### config.mk
export PLATFORM = sky130hd
export DESIGN_NAME = hk_spi_responder_flat
export DESIGN_NICKNAME = d
export VERILOG_FILES = /design/src/rtl/hk_spi_responder_if.sv /design/src/rtl/hk_spi_responder.sv /design/src/flat_wrapper.sv
export SDC_FILE = /design/constraint.sdc
export NUM_CORES = 1
export LEC_CHECK = 0
export BUFFER_PORTS_ARGS = -buffer_cell sky130_fd_sc_hd__buf_2
export CORE_UTILIZATION = 55
export DETAILED_ROUTE_END_ITERATION = 10
export PLACE_DENSITY = 0.8
export SETUP_SLACK_MARGIN = 0.02
export SLEW_MARGIN = 20
export SYNTH_ARGS = -nofsm -noshare
export SYNTH_HDL_FRONTEND = slang
export SYNTH_SLANG_ARGS = --single-unit
### constraint.sdc
create_clock -name clock -period 2.3 [get_ports clock]
set_input_delay 0.46 -clock clock [delete_from_list [all_inputs] [get_ports clock]]
set_output_delay 0.46 -clock clock [all_outputs]
set_load 0.05 [all_outputs]
### src/rtl/hk_spi_responder_if.sv
// Register-bank bus between the SPI responder and the housekeeping registers.
//   reg_addr  : byte address for the current strobe
//   reg_wdata : write data, valid with reg_we
//   reg_we    : one-clock write strobe
//   reg_re    : one-clock read strobe
//   reg_rdata : read data, valid exactly one clock after reg_re
// master = responder side, slave = register-bank side.
interface hk_spi_responder_if;
    logic [7:0] reg_addr;
    logic [7:0] reg_wdata;
    logic       reg_we;
    logic       reg_re;
    logic [7:0] reg_rdata;

    modport master (
        output reg_addr,
        output reg_wdata,
        output reg_we,
        output reg_re,
        input  reg_rdata
    );

    modport slave (
        input  reg_addr,
        input  reg_wdata,
        input  reg_we,
        input  reg_re,
        output reg_rdata
    );
endinterface

### src/rtl/hk_spi_responder.sv
// SPI mode-0 responder for the housekeeping register bank. SCK/CSB/SDI are
// oversampled in the core clock domain; a command byte and an address byte
// are decoded, then data bytes stream with auto-incrementing address.
//   clock, resetb : core clock, async active-low reset
//   sck, csb, sdi : SPI inputs (asynchronous to clock)
//   sdo, sdo_enb  : SPI data out and its active-low enable
//   busy          : synchronized CSB, inverted
//   bus           : register-bank byte interface (master side)
module hk_spi_responder #(
    parameter int unsigned SYNC_STAGES = 2
) (
    input  logic               clock,
    input  logic               resetb,
    input  logic               sck,
    input  logic               csb,
    input  logic               sdi,
    output logic               sdo,
    output logic               sdo_enb,
    output logic               busy,
    hk_spi_responder_if.master bus
);
    localparam int unsigned SYNC_W = (SYNC_STAGES < 2) ? 2 : SYNC_STAGES;

    localparam logic [2:0] ST_IDLE = 3'd0;
    localparam logic [2:0] ST_CMD  = 3'd1;
    localparam logic [2:0] ST_ADDR = 3'd2;
    localparam logic [2:0] ST_DATA = 3'd3;
    localparam logic [2:0] ST_DONE = 3'd4;

    logic [SYNC_W-1:0] sck_sync, csb_sync, sdi_sync;
    logic              sck_prev, csb_prev;
    logic              sck_rise_c, sck_fall_c, csb_rise_c, csb_fall_c, sdi_s;

    logic [2:0] state, state_d;
    logic [2:0] bit_cnt, byte_cnt, cmd_n;
    logic       cmd_wr, cmd_rd;
    logic [6:0] rx;
    logic [7:0] tx, addr;
    logic       re_pend, cap_pend;
    logic [7:0] reg_addr, reg_wdata;
    logic       reg_we, reg_re;
    logic       byte_done_c, last_c, active_c;
    logic [7:0] rx_byte_c;

    assign bus.reg_addr  = reg_addr;
    assign bus.reg_wdata = reg_wdata;
    assign bus.reg_we    = reg_we;
    assign bus.reg_re    = reg_re;

    // Input synchronizers plus one extra flop per edge-detected line.
    always_ff @(posedge clock or negedge resetb) begin
        if (!resetb) begin
            sck_sync <= '0;
            csb_sync <= '1;
            sdi_sync <= '0;
            sck_prev <= 1'b0;
            csb_prev <= 1'b1;
            busy     <= 1'b0;
        end else begin
            sck_sync <= {sck_sync[SYNC_W-2:0], sck};
            csb_sync <= {csb_sync[SYNC_W-2:0], csb};
            sdi_sync <= {sdi_sync[SYNC_W-2:0], sdi};
            sck_prev <= sck_sync[SYNC_W-1];
            csb_prev <= csb_sync[SYNC_W-1];
            // Fed from the stage before last so busy tracks the last stage exactly.
            busy     <= ~csb_sync[SYNC_W-2];
        end
    end

    assign sdi_s      = sdi_sync[SYNC_W-1];
    assign sck_rise_c =  sck_sync[SYNC_W-1] & ~sck_prev;
    assign sck_fall_c = ~sck_sync[SYNC_W-1] &  sck_prev;
    assign csb_rise_c =  csb_sync[SYNC_W-1] & ~csb_prev;
    assign csb_fall_c = ~csb_sync[SYNC_W-1] &  csb_prev;

    // Next-state decode and byte-boundary detection.
    always_comb begin
        state_d     = state;
        rx_byte_c   = {rx, sdi_s};
        active_c    = (state == ST_CMD) || (state == ST_ADDR) || (state == ST_DATA);
        byte_done_c = sck_rise_c && active_c && (bit_cnt == 3'd7);
        last_c      = (cmd_n != 3'd0) && (3'(byte_cnt + 3'd1) == cmd_n);
        if (csb_rise_c) begin
            state_d = ST_IDLE;
        end else begin
            case (state)
                ST_IDLE: if (csb_fall_c)  state_d = ST_CMD;
                ST_CMD:  if (byte_done_c) state_d = (rx_byte_c[7:6] == 2'b00) ? ST_DONE : ST_ADDR;
                ST_ADDR: if (byte_done_c) state_d = ST_DATA;
                ST_DATA: if (byte_done_c && last_c) state_d = ST_DONE;
                ST_DONE: state_d = ST_DONE;
                default: state_d = ST_IDLE;
            endcase
        end
    end

    always_ff @(posedge clock or negedge resetb) begin
        if (!resetb) state <= ST_IDLE;
        else         state <= state_d;
    end

    // Shifters, counters, register-bus strobes and SDO.
    always_ff @(posedge clock or negedge resetb) begin
        if (!resetb) begin
            bit_cnt   <= 3'd0;
            byte_cnt  <= 3'd0;
            cmd_n     <= 3'd0;
            cmd_wr    <= 1'b0;
            cmd_rd    <= 1'b0;
            rx        <= 7'd0;
            tx        <= 8'd0;
            addr      <= 8'd0;
            re_pend   <= 1'b0;
            cap_pend  <= 1'b0;
            reg_addr  <= 8'd0;
            reg_wdata <= 8'd0;
            reg_we    <= 1'b0;
            reg_re    <= 1'b0;
            sdo       <= 1'b0;
            sdo_enb   <= 1'b1;
        end else begin
            reg_we   <= 1'b0;
            reg_re   <= 1'b0;
            re_pend  <= 1'b0;
            cap_pend <= reg_re;
            // Reads are issued one clock after the byte boundary so they never
            // coincide with the write strobe of the same boundary.
            if (re_pend && !csb_rise_c) begin
                reg_re   <= 1'b1;
                reg_addr <= addr;
            end
            if (csb_rise_c) begin
                sdo     <= 1'b0;
                sdo_enb <= 1'b1;
                bit_cnt <= 3'd0;
            end else begin
                if ((state == ST_IDLE) && csb_fall_c) begin
                    bit_cnt  <= 3'd0;
                    byte_cnt <= 3'd0;
                end
                if (sck_rise_c && active_c) begin
                    rx      <= rx_byte_c[6:0];
                    bit_cnt <= bit_cnt + 3'd1;
                end
                if (byte_done_c) begin
                    case (state)
                        ST_CMD: begin
                            cmd_wr <= rx_byte_c[7];
                            cmd_rd <= rx_byte_c[6];
                            cmd_n  <= rx_byte_c[5:3];
                        end
                        ST_ADDR: begin
                            addr    <= rx_byte_c;
                            re_pend <= cmd_rd;
                        end
                        ST_DATA: begin
                            if (cmd_wr) begin
                                reg_we    <= 1'b1;
                                reg_addr  <= addr;
                                reg_wdata <= rx_byte_c;
                            end
                            addr     <= addr + 8'd1;
                            byte_cnt <= byte_cnt + 3'd1;
                            // No prefetch once the last counted byte has closed.
                            re_pend  <= cmd_rd & ~last_c;
                            if (last_c) begin
                                sdo     <= 1'b0;
                                sdo_enb <= 1'b1;
                            end
                        end
                        default: ;
                    endcase
                end
                if (sck_fall_c && (state == ST_DATA) && cmd_rd) begin
                    sdo     <= tx[7];
                    tx      <= {tx[6:0], 1'b0};
                    sdo_enb <= 1'b0;
                end
                if (state == ST_DONE) sdo_enb <= 1'b1;
            end
            if (cap_pend) tx <= bus.reg_rdata;
        end
    end
endmodule

### src/flat_wrapper.sv
// flat-port wrapper written by rule: the top's interface ports become plain ports
module hk_spi_responder_flat 
#(
    parameter int unsigned SYNC_STAGES = 2
)
  (clock, resetb, sck, csb, sdi, sdo, sdo_enb, busy, bus_reg_addr, bus_reg_wdata, bus_reg_we, bus_reg_re, bus_reg_rdata);
  hk_spi_responder_if bus_i ();
  input  logic clock;
  input  logic resetb;
  input  logic sck;
  input  logic csb;
  input  logic sdi;
  output logic sdo;
  output logic sdo_enb;
  output logic busy;
  output wire logic [$bits(bus_i.reg_addr)-1:0] bus_reg_addr;
  output wire logic [$bits(bus_i.reg_wdata)-1:0] bus_reg_wdata;
  output wire logic [$bits(bus_i.reg_we)-1:0] bus_reg_we;
  output wire logic [$bits(bus_i.reg_re)-1:0] bus_reg_re;
  input wire logic [$bits(bus_i.reg_rdata)-1:0] bus_reg_rdata;
  assign bus_reg_addr = bus_i.reg_addr;
  assign bus_reg_wdata = bus_i.reg_wdata;
  assign bus_reg_we = bus_i.reg_we;
  assign bus_reg_re = bus_i.reg_re;
  assign bus_i.reg_rdata = bus_reg_rdata;
  hk_spi_responder #(.SYNC_STAGES(SYNC_STAGES)) u_core (.clock(clock), .resetb(resetb), .sck(sck), .csb(csb), .sdi(sdi), .sdo(sdo), .sdo_enb(sdo_enb), .busy(busy), .bus(bus_i));
endmodule
==> reports/summary.txt <==
Status - completed
Worst Hold Slack - 0.111 ns
GR peak layer - met2
Dominant synthesized flop cell - dfrtp_1
Post-cts repair resize count - 0
Slew headroom - 61.4%
Routed WL per cell - 14.6 um
Number of port buffers - 33
Post-synthesis mux area share - 13.8%
Overall Power - 2.67 mW
Syn Area/Cell - 11.8 um^2
Final hold vios - 0
Fin worst setup slack - 0.287 ns
Vias in the first global route - 1,963
Maximum clock frequency - 0.497 GHz
Synth Area in Adders - 1.66%
Nets - 314
First-pass GRT wire length - 9440 um
Crit path time final - 2.01 ns
Slowest-stage cell, CP - or4_4
Post-DRT Antenna Nets - 0
Final wirelength - 5440 um
Post-CTS setup buffers - 0
Grt met3 use - 4.91%
Multi-input gate area - 0.00125 mm^2
Sequential cell area - 0.00171 mm^2
# hold bufs at CTS - 0
Most frequent cells in the layout - dfrtp_1, buf_2, mux2_2
CP cell instances - or2b_1 > or4_4 > nor3_4 > mux2_2
Crit path DAT - 2.24 ns
Placement Setup Slack - 0.295 ns
Initial Util - 58.0%
Total number of vias - 2,065
GRT Overall Usage - 21.6%
Placer's final routability congestion estimate - 0.852
Post-placement cell area - 0.00329 mm^2
Mapped Nets - 272
Clock latency on the worst-skew pair - 0.34 ns
Worst Setup End Kind - flop
Layout cell share with drive strength beyond 1 - 31.8%
GR Util met2 - 31.5%
Peak supply drop - 0.639 mV
Full die area - 0.00579 mm^2
Post-synthesis xor/xnor area fraction - 1.33%
Setup_tns - 0 ns
Root Buffer - clkbuf_8
Yosys Warn Count - 0
Max-cap violations - 0
Setup-violating endpoint count in the final report - 0
Core area - 0.00520 mm^2
Largest family of logic cells by synthesized area - simple AND/OR/NAND/NOR gates
Pleak - 1.64 nW
Final Cycle Share - 87.5%
Clk sink count - 68
Largest stage delay, worst path - 0.59 ns
Peak fanout along the critical path - 9
CTS tree - done
Startpoint Class - flop
Met1 Usage GRT - 29.8%
Required time of the critical path - 2.52 ns
Number of diodes - 0
Sequential-to-total area share from yosys stat - 56.6%
Final core occ - 67.2%
Top cells by area, synth - dfrtp_1, mux2_2, dfstp_2, nand2_1, mux2i_1
Remaining DRCs - 0
Die Ht - 76.1 um
Synth area leader - dfrtp_1
Die span in x - 76.1 um
Synth top area share - 53.1%
Slew Limit Fails - 0
Initial antenna violation count - 0
Post-route cell area - 0.00350 mm^2
Final HPWL DP - 3770 um
Clock Tree Buf Depth - 2
Initial drt markers - 104
Worst-Margin Slew - 0.579 ns
RSZ-0062 raised after global routing - no
Placed insts - 356
I/O pin cnt - 34
Post-Syn Area - 0.00302 mm^2
Synth Register Bits - 68
Final Non-Filler Cells - 372
Post-synthesis simple-gate area fraction - 15.0%
Clock-pin slew on the worst setup and hold paths - 0.07 ns
Distinct cells, synth - 46
GRT overflow - 0
CTS Buf Count - 9
Hold WC Path Type - primary input to async pin
Complex-gate fraction of the synthesized area - 9.70%
Critical path type - flop to flop
P per Cell Area - 763 mW/mm^2
Fill count - 419
Via-per-instance ratio - 5.55
Num rows - 26
Area Overhead vs Synth - 15.9%
Clk_skew - 0.00595 ns
Commonest non-fill, non-tap cell in the layout - dfrtp_1
Synthesized instance count - 255
Post-synth EDFFs - 0
CTS H-tree lvls - 3
Asr flop ratio synth - 100%
Pin count of the biggest net entering global routing - 45
Initial DRT Pass Iterations - 4
## logic make-up after synthesis
group	after synthesis
flops	68
xor+xnor	3
compound gates	49
simple gates	82
mux	38
fa+ha+maj	4
buf+inv	11
## final timing paths
kind / depth (start not counted) / endpoint / startpoint / slack, ns
hold / removal: 1 / u_core.tx[5]$_DFFE_PN0P_ / resetb / 0.11
setup reg to reg: 4 / u_core.cmd_n[2]$_DFFE_PN0P_ / u_core.sck_prev$_DFF_PN0_ / 0.29
min in group clock: 1 / u_core.csb_sync[0]$_DFF_PN1_ / csb / 0.22
setup / recovery: 4 / u_core.cmd_n[2]$_DFFE_PN0P_ / u_core.sck_prev$_DFF_PN0_ / 0.29
max in group asynchronous: 2 / u_core.cmd_n[0]$_DFFE_PN0P_ / resetb / 1.57
hold reg to reg: 0 / u_core.sdi_sync[1]$_DFF_PN0_ / u_core.sdi_sync[0]$_DFF_PN0_ / 0.35
## critical path: cells and delay by family (launching register included)
kind             cells  cell delay [ns]
multiplexers         1             0.37
AND/OR/NAND/NOR      3             1.13
flip-flops           1             0.39
## layout make-up
| class | instances | share of cell area (%) |
|---|---|---|
| sequential | 68 | 48.8 |
| multi-input combinational | 176 | 35.8 |
| timing repair buffer | 40 | 6.58 |
| clock buffer | 13 | 4.83 |
| tap | 70 | 2.50 |
| clock inverter | 3 | 1.25 |
| inverter | 2 | 0.215 |
## metal layers
layer | vias up | wire length, um
met4 | 0 | 129
met1 | 1004 | 2600
met3 | 9 | 240
met5 | - | 0
met2 | 46 | 2470
li1 | 1006 | -
## cell usage after synthesis (2+ instances only)
master	instances
a31oi_1	3
or3_1	2
o32ai_1	2
buf_6	2
ha_1	4
dfrtp_1	64
nor2b_1	3
o21ai_0	16
mux2i_1	9
mux2_2	29
o22ai_1	2
nand2_1	27
nand3b_1	2
dfstp_2	4
nand3_1	11
and2_1	4
inv_1	2
nand2b_1	7
nor2_1	12
or2_2	2
a21oi_1	17
clkbuf_1	6
nor3_4	2
## state kept, by name, indices dropped and copies added (netlist names), 2 cells and up
signal / count
u_core.addr: 8
u_core.tx: 8
u_core.rx: 7
u_core.cmd_n: 3
u_core.bus.reg_addr: 8
u_core.csb_sync: 2
u_core.sck_sync: 2
u_core.bus.reg_wdata: 8
u_core.sdi_sync: 2
u_core.bit_cnt: 3
u_core.state: 3
u_core.byte_cnt: 3
## power by group
part / switching (mW) / leakage [nW] / internal (mW) / total, mW
clock network: 0.435 / 0.110 / 0.590 / 1.03
logic: 0.145 / 0.658 / 0.136 / 0.281
registers: 0.0955 / 0.874 / 1.27 / 1.36
total: 0.676 / 1.64 / 1.99 / 2.67
No activity file was read; power rests on OpenSTA's default activity.
